**src/rtl/map_pkg.sv**
```systemverilog
// Shared map geometry, tile codes, scheduler states and the border test.
package map_pkg;

    localparam int unsigned MAP_W  = 20;
    localparam int unsigned MAP_H  = 15;
    localparam int unsigned CELLS  = MAP_W * MAP_H;
    localparam int unsigned ADDR_W = 9;
    localparam int unsigned TILE_W = 3;
    localparam int unsigned ROW_W  = 4;
    localparam int unsigned COL_W  = 5;

    localparam logic [TILE_W-1:0] TILE_EMPTY = 3'd0;
    localparam logic [TILE_W-1:0] TILE_WALL  = 3'd1;
    localparam logic [TILE_W-1:0] TILE_BRICK = 3'd2;
    localparam logic [TILE_W-1:0] TILE_BASE2 = 3'd3;
    localparam logic [TILE_W-1:0] TILE_BASE1 = 3'd4;

    typedef enum logic [1:0] {INIT, RUN, CLEAR, HALT} sched_state_t;

    // Border cell test on a flat cell index; constant-multiplied row starts, no divider.
    function automatic logic is_border(input logic [ADDR_W-1:0] addr);
        logic b;
        b = 1'b0;
        if (addr < ADDR_W'(MAP_W)) b = 1'b1;
        if ((addr >= ADDR_W'(CELLS - MAP_W)) && (addr < ADDR_W'(CELLS))) b = 1'b1;
        for (int unsigned r = 0; r < MAP_H; r++) begin
            if ((addr == ADDR_W'(r * MAP_W)) || (addr == ADDR_W'(r * MAP_W + MAP_W - 1)))
                b = 1'b1;
        end
        return b;
    endfunction

endpackage

```
**src/rtl/map_rr_arbiter.sv**
```systemverilog
// 2-way round-robin arbiter with same-address merge.
//  en        arbitration allowed this cycle
//  v1/a1     player 1 request valid / cell index
//  v2/a2     player 2 request valid / cell index
//  ptr       0 favours player 1, 1 favours player 2
//  grant1/2  combinational grants (both high on a same-address merge)
//  ptr_next  pointer value to register
module map_rr_arbiter
    import map_pkg::*;
(
    input  logic              en,
    input  logic              v1,
    input  logic [ADDR_W-1:0] a1,
    input  logic              v2,
    input  logic [ADDR_W-1:0] a2,
    input  logic              ptr,
    output logic              grant1,
    output logic              grant2,
    output logic              ptr_next
);

    always_comb begin
        grant1   = 1'b0;
        grant2   = 1'b0;
        ptr_next = ptr;
        if (en) begin
            if (v1 && v2) begin
                if (a1 == a2) begin
                    // Same cell: one write serves both, fairness state untouched.
                    grant1 = 1'b1;
                    grant2 = 1'b1;
                end else begin
                    grant1   = ~ptr;
                    grant2   = ptr;
                    ptr_next = ~ptr;
                end
            end else if (v1) begin
                grant1 = 1'b1;
            end else if (v2) begin
                grant2 = 1'b1;
            end
        end
    end

endmodule

```
**src/rtl/map_update_scheduler.sv**
```systemverilog
// Sole writer of the 20x15 tile map: ROM copy after reset, player tile clears
// during play, end-screen sweep on a win, then halt.
//  Clk, Reset           clock, async active-high reset
//  req1_*/req2_*        player clear requests (valid/addr in, ready out, combinational)
//  win                  level-sensitive win indication
//  rom_addr/rom_data    level ROM read port (data 1 cycle after address)
//  map_we/waddr/wdata   registered map RAM write port
//  init_busy            high while copying the ROM
//  game_over            high while sweeping and halted
module map_update_scheduler
    import map_pkg::*;
(
    input  logic              Clk,
    input  logic              Reset,
    input  logic              req1_valid,
    input  logic [ADDR_W-1:0] req1_addr,
    output logic              req1_ready,
    input  logic              req2_valid,
    input  logic [ADDR_W-1:0] req2_addr,
    output logic              req2_ready,
    input  logic              win,
    output logic [ADDR_W-1:0] rom_addr,
    input  logic [TILE_W-1:0] rom_data,
    output logic              map_we,
    output logic [ADDR_W-1:0] map_waddr,
    output logic [TILE_W-1:0] map_wdata,
    output logic              init_busy,
    output logic              game_over
);

    localparam logic [ADDR_W-1:0] LAST_ADDR = ADDR_W'(CELLS - 1);

    sched_state_t      state;
    logic              issue_done;
    logic              rd_vld;
    logic [ADDR_W-1:0] rd_addr;
    logic              win_pending;
    logic              rr_ptr;
    logic              rr_ptr_next;
    logic [ADDR_W-1:0] clr_addr;
    logic [ROW_W-1:0]  clr_row;
    logic [COL_W-1:0]  clr_col;
    logic              grant1;
    logic              grant2;
    logic [ADDR_W-1:0] gnt_addr;
    logic              gnt_drop;
    logic              clr_border;
    logic              last_write;

    map_rr_arbiter u_arb (
        .en       ((state == RUN) && !win),
        .v1       (req1_valid),
        .a1       (req1_addr),
        .v2       (req2_valid),
        .a2       (req2_addr),
        .ptr      (rr_ptr),
        .grant1   (grant1),
        .grant2   (grant2),
        .ptr_next (rr_ptr_next)
    );

    assign req1_ready = grant1;
    assign req2_ready = grant2;

    // On a merge both addresses are equal, so player 1's address is correct either way.
    assign gnt_addr   = grant1 ? req1_addr : req2_addr;
    assign gnt_drop   = (gnt_addr >= ADDR_W'(CELLS)) || is_border(gnt_addr);
    assign clr_border = (clr_row == '0) || (clr_row == ROW_W'(MAP_H - 1)) ||
                        (clr_col == '0) || (clr_col == COL_W'(MAP_W - 1));
    // The final cell of a sweep is currently visible on the write port.
    assign last_write = map_we && (map_waddr == LAST_ADDR);

    always_ff @(posedge Clk or posedge Reset) begin
        if (Reset) begin
            state       <= INIT;
            rom_addr    <= '0;
            issue_done  <= 1'b0;
            rd_vld      <= 1'b0;
            rd_addr     <= '0;
            win_pending <= 1'b0;
            rr_ptr      <= 1'b0;
            clr_addr    <= '0;
            clr_row     <= '0;
            clr_col     <= '0;
            map_we      <= 1'b0;
            map_waddr   <= '0;
            map_wdata   <= '0;
            init_busy   <= 1'b1;
            game_over   <= 1'b0;
        end else begin
            map_we <= 1'b0;
            rd_vld <= 1'b0;
            case (state)
                INIT: begin
                    if (win) win_pending <= 1'b1;
                    // Stage 1: issue ROM reads 0..299, address holds at the end.
                    if (!issue_done) begin
                        rd_vld  <= 1'b1;
                        rd_addr <= rom_addr;
                        if (rom_addr == LAST_ADDR) issue_done <= 1'b1;
                        else                       rom_addr   <= rom_addr + ADDR_W'(1);
                    end
                    // Stage 2: ROM data is now valid for rd_addr.
                    if (rd_vld) begin
                        map_we    <= 1'b1;
                        map_waddr <= rd_addr;
                        map_wdata <= rom_data;
                    end
                    if (last_write) begin
                        init_busy <= 1'b0;
                        if (win_pending || win) begin
                            state     <= CLEAR;
                            game_over <= 1'b1;
                        end else begin
                            state <= RUN;
                        end
                    end
                end
                RUN: begin
                    if (win) begin
                        state     <= CLEAR;
                        game_over <= 1'b1;
                    end else begin
                        if ((grant1 || grant2) && !gnt_drop) begin
                            map_we    <= 1'b1;
                            map_waddr <= gnt_addr;
                            map_wdata <= TILE_EMPTY;
                        end
                        rr_ptr <= rr_ptr_next;
                    end
                end
                CLEAR: begin
                    if (last_write) begin
                        state <= HALT;
                    end else begin
                        map_we    <= 1'b1;
                        map_waddr <= clr_addr;
                        map_wdata <= clr_border ? TILE_WALL : TILE_EMPTY;
                        clr_addr  <= clr_addr + ADDR_W'(1);
                        if (clr_col == COL_W'(MAP_W - 1)) begin
                            clr_col <= '0;
                            clr_row <= clr_row + ROW_W'(1);
                        end else begin
                            clr_col <= clr_col + COL_W'(1);
                        end
                    end
                end
                HALT: begin
                    state <= HALT;
                end
                default: state <= INIT;
            endcase
        end
    end

endmodule

```
**config.mk**
```make
export PLATFORM = sky130hd
export DESIGN_NAME = map_update_scheduler
export DESIGN_NICKNAME = d
export VERILOG_FILES = /design/src/rtl/map_pkg.sv /design/src/rtl/map_rr_arbiter.sv /design/src/rtl/map_update_scheduler.sv
export SDC_FILE = /design/constraint.sdc
export NUM_CORES = 1
export LEC_CHECK = 0
export BUFFER_PORTS_ARGS = -buffer_cell sky130_fd_sc_hd__buf_2
export CAP_MARGIN = 20
export CORE_AREA = 2 2 87 89
export DETAILED_ROUTE_END_ITERATION = 10
export DIE_AREA = 0 0 89 91
export PLACE_DENSITY = 0.8
export SETUP_SLACK_MARGIN = 0.02
export SLEW_MARGIN = 10
export SYNTH_ARGS = -nofsm -noshare
export SYNTH_HDL_FRONTEND = slang
export SYNTH_SLANG_ARGS = --single-unit
```
**constraint.sdc**
```tcl
create_clock -name Clk -period 8.5 [get_ports Clk]
set_clock_uncertainty 0.2 [all_clocks]
set_input_delay 2.55 -clock Clk [delete_from_list [all_inputs] [get_ports Clk]]
set_output_delay 2.55 -clock Clk [all_outputs]
set_load 0.005 [all_outputs]
```
==> results.txt <==
- Outcome: complete, no violations
* Startpoint of the most critical setup path: req1_addr[4]
- In the global route stage, met2 resource usage came out at 0.331.
- For met1 alone, demand over resource in global routing was 0.340.
* Number of buffers inserted during clock tree synthesis: 9
- Number of max-cap violations: 0
- In this run the most critical hold path is launched from issue_done$_DFFE_PP0N_.
- Number of antenna cells inserted: 0
- Max transition margin: 0.325
- At the later pin of the worst-skew pair, clock insertion delay measures 340 ps.
- After the flow finishes, the layout carries non-filler instances totaling 545.
- The number of nets in the synthesized netlist is 444.
- Clock-pin slew was measured on the worst setup and hold paths at 60 ps.
* Gate Count Post-Synth: 407
- Buffers placed on the I/O ports in this run total 51.
- Global route hottest layer: met1
* Post-synth EDFFs: 0
- Fin. max-slew vios: 0
- The share of total power dissipated in combinational logic is 0.451.
* Total negative setup slack: 0 ps
- Total vias in the final route: 3301
- Antenna violations before repair: 0
- During I/O placement, the number of pins put on the boundary was 52.
- In the final routed layout, each cell accounts on average for 16.4 um.
- Primary FF master, synth: sky130_fd_sc_hd__dfrtp_1
- Number of hold buffers added after CTS: 0
* Cell type with the largest total area after synthesis: sky130_fd_sc_hd__dfrtp_1
- Async SR Flop Fraction: 1.00
- Share of cells above drive strength 1: 0.220
- The count of nets left with antenna violations once routing finished came out at 0.
* Die Area: 8100 um^2
- Measured on the finished design, the core utilization comes to 0.598.
* Wire length of the first global-routing pass: 14.7 mm
- Vias per cell: 6.06
- Global Route met3 Usage: 0.0464
* Overall Global Routing Usage: 0.230
* Crit. End Element: output pin
- In this design, the stage delay of the slowest critical-path cell is 390 ps.
- TritonCTS built the clock tree.
- Worst setup path category: in -> out
- Final Cell Area: 4270 um^2
- The worst hold path belongs to the class reg -> reg.
- The worst register-to-register path begins at state[1]$_DFFE_PP0P_.
* Required arrival time at the worst endpoint: 5750 ps
- During synthesis, Yosys emitted a total of 0 warnings.
- Post-detailed-placement half-perimeter wirelength: 6.29 mm
- For this run, the register share of the synthesized area comes to 0.374.
* Top delay family on crit path: simple AND/OR/NAND/NOR gates
- Placement-stage worst setup slack: 1610 ps
- Setup violations remaining at the end of the flow were counted as 0.
* Maximum number of pins on one net before global-route repair: 58
- Largest fanout of any net on the critical path: 19
- Top achievable clock speed: 0.144 GHz
- Unrepaired setup endpoints after global routing: no
- Clock tree buffer depth: 2
* Leading cell type in the layout, fill and taps excluded: sky130_fd_sc_hd__dfrtp_1
- Critical-path cell list: buf_2 -> xor2_1 -> nor4_1 -> a31oi_1 -> or2_2 -> clkinv_1 -> buf_2
- The average instance in the mapped netlist occupies 9.38 um^2.
- CP Buf/Inv Count: 3
- In this run the cell area measured after placement is 4060 um^2.
- # Post-CTS Setup Buffers: 0
- Clock group share of total power: 0.205
- Post-synthesis cell type count: 63
- Crit share post-route: 0.815
- In this run the core area contains 31 standard-cell rows.
- Power share of the sequential group: 0.344
* Clock Tree Root: sky130_fd_sc_hd__clkbuf_8
- The congestion estimate from routability-driven global placement came to 0.912.
- Router iterations before antenna repair: 5
- Overall power consumption after layout is estimated at 1.35 mW.
- Switching power total: 0.514 mW
- Hold slack final: 267 ps
- Worst supply voltage drop on vdd: 0.000173 V
- Clk sink count: 57
- Of the total power, the share spent switching nets is 0.382.
* Number of fill cells: 638
- Counting tap cells, the placed design contains a total of 529 instances.
- Synthesized flop and latch total: 57
- The sequential cells in the finished layout cover a total of 1430 um^2.
- Most numerous cell on the critical path: sky130_fd_sc_hd__buf_2
* Share of Yosys cell area claimed by the top area cell type: 0.367
* Synthesized cell area: 3820 um^2
- For this design, the slowest cell found on the critical path is sky130_fd_sc_hd__or2_2.
- Measured along the y axis, the die boundary spans 91 um.
- After the last flow step, the layout net total stands at 478.
* Growth of design area from synthesis to finish: 11.8%
* Element type at the critical path start: input port
* Top library cells by usage in the layout, fill and taps aside: 56 x sky130_fd_sc_hd__dfrtp_1, 51 x sky130_fd_sc_hd__buf_2, 44 x sky130_fd_sc_hd__nand2_1
- Drt initial violations: 372
- Total congestion overflow after global routing: 0
* Post-layout min period: 6930 ps
- Reported leakage power: 1.93 nW
* Die span in x: 89 um
- The final hold violation count is 0.
- DRT Wirelength: 8.95 mm
- Dividing total power by cell area gives a power density of 315 nW/um^2.
- Number of gates given a new drive strength after cts: 0
- The worst path meets setup with 1570 ps of slack.
- The internal portion of the total power is 0.832 mW.
- In the final layout, the multi-input gates occupy 2170 um^2.
- After detailed routing, the number of remaining DRC violations is 0.
- Effective utilization at floorplan: 0.535
* H-tree depth: 3
* Worst EP arrival: 4180 ps
- Vias in the first global route: 3050
* Register-to-register setup slack: 5300 ps
- Core Area: 7140 um^2
- By area the synthesized netlist is led by sky130_fd_sc_hd__dfrtp_1 37%, sky130_fd_sc_hd__nand2_1 4.3%, sky130_fd_sc_hd__mux2_4 3.9%.
- At the pin with the least slew margin, the transition time is 1010 ps.
==> path summary, 6_finish.rpt <==
path,endpoint,depth (start not counted)
min in group asynchronous,clr_col[4]$_DFFE_PP0P_,3
hold reg to reg,issue_done$_DFFE_PP0N_,1
setup reg to reg,map_waddr[4]$_DFFE_PP0P_,8
max in group asynchronous,win_pending$_DFFE_PP0P_,3
hold / removal,issue_done$_DFFE_PP0N_,1
setup / recovery,req1_ready,7
==> layer usage <==
layer,wire length [um],up-vias
li1,-,1560
met1,4210,1584
met2,4020,139
met3,546,18
met4,173,0
met5,0,-
==> cell families after synthesis <==
group                      count (synthesis)  synth area share
DFF                                       57             0.374
xor gates and xnor gates                  31            0.0711
buffers and inverters                     47            0.0567
adders and majority gates                 11            0.0361
AOI/OAI and AO/OA                         70             0.139
muxes                                     25            0.0826
and+or+nand+nor                          166             0.240
==> power groups by stage <==
stage                     Combinational [mW]  Sequential, mW  Clock [mW]
after floorplan                        0.479           0.447           0
after global placement                 0.585           0.459           0
after detailed placement               0.604           0.466           0
after CTS                              0.608           0.462       0.280
after global routing                   0.678           0.475       0.292
final                                  0.607           0.463       0.276
==> synth_stat cells, drive strengths merged (3+ instances only) <==
master,instances
nor4,4
ha,11
o41ai,3
and4b,5
nand4,10
nand2,44
inv,16
a31oi,7
xor2,16
nor2,28
a21o,3
a21oi,8
nor3b,4
and3,6
a41oi,11
dfrtp,56
a2111oi,4
mux2,22
nor2b,10
clkbuf,15
nor4b,4
nand3,20
or4bb,4
buf,15
o21ai,14
or2,3
mux2i,3
xnor2,15
nor3,8
and4,4
==> state kept, by name, summed over array words and instances (netlist names) <==
name	cells
clr_addr	9
clr_col	5
clr_row	4
game_over	1
init_busy	1
issue_done	1
map_waddr	9
map_wdata	3
map_we	1
rd_addr	9
rd_vld	1
rom_addr	9
rr_ptr	1
state	2
win_pending	1
==> cell type report <==
cell class | count | area share
Clock buffer | 10 | 0.0299
Clock inverter | 6 | 0.0193
Inverter | 17 | 0.0150
Multi-Input combinational cell | 303 | 0.509
Sequential cell | 57 | 0.335
Tap cell | 99 | 0.0290
Timing Repair Buffer | 53 | 0.0633
Power figures use the tool's default switching activity.
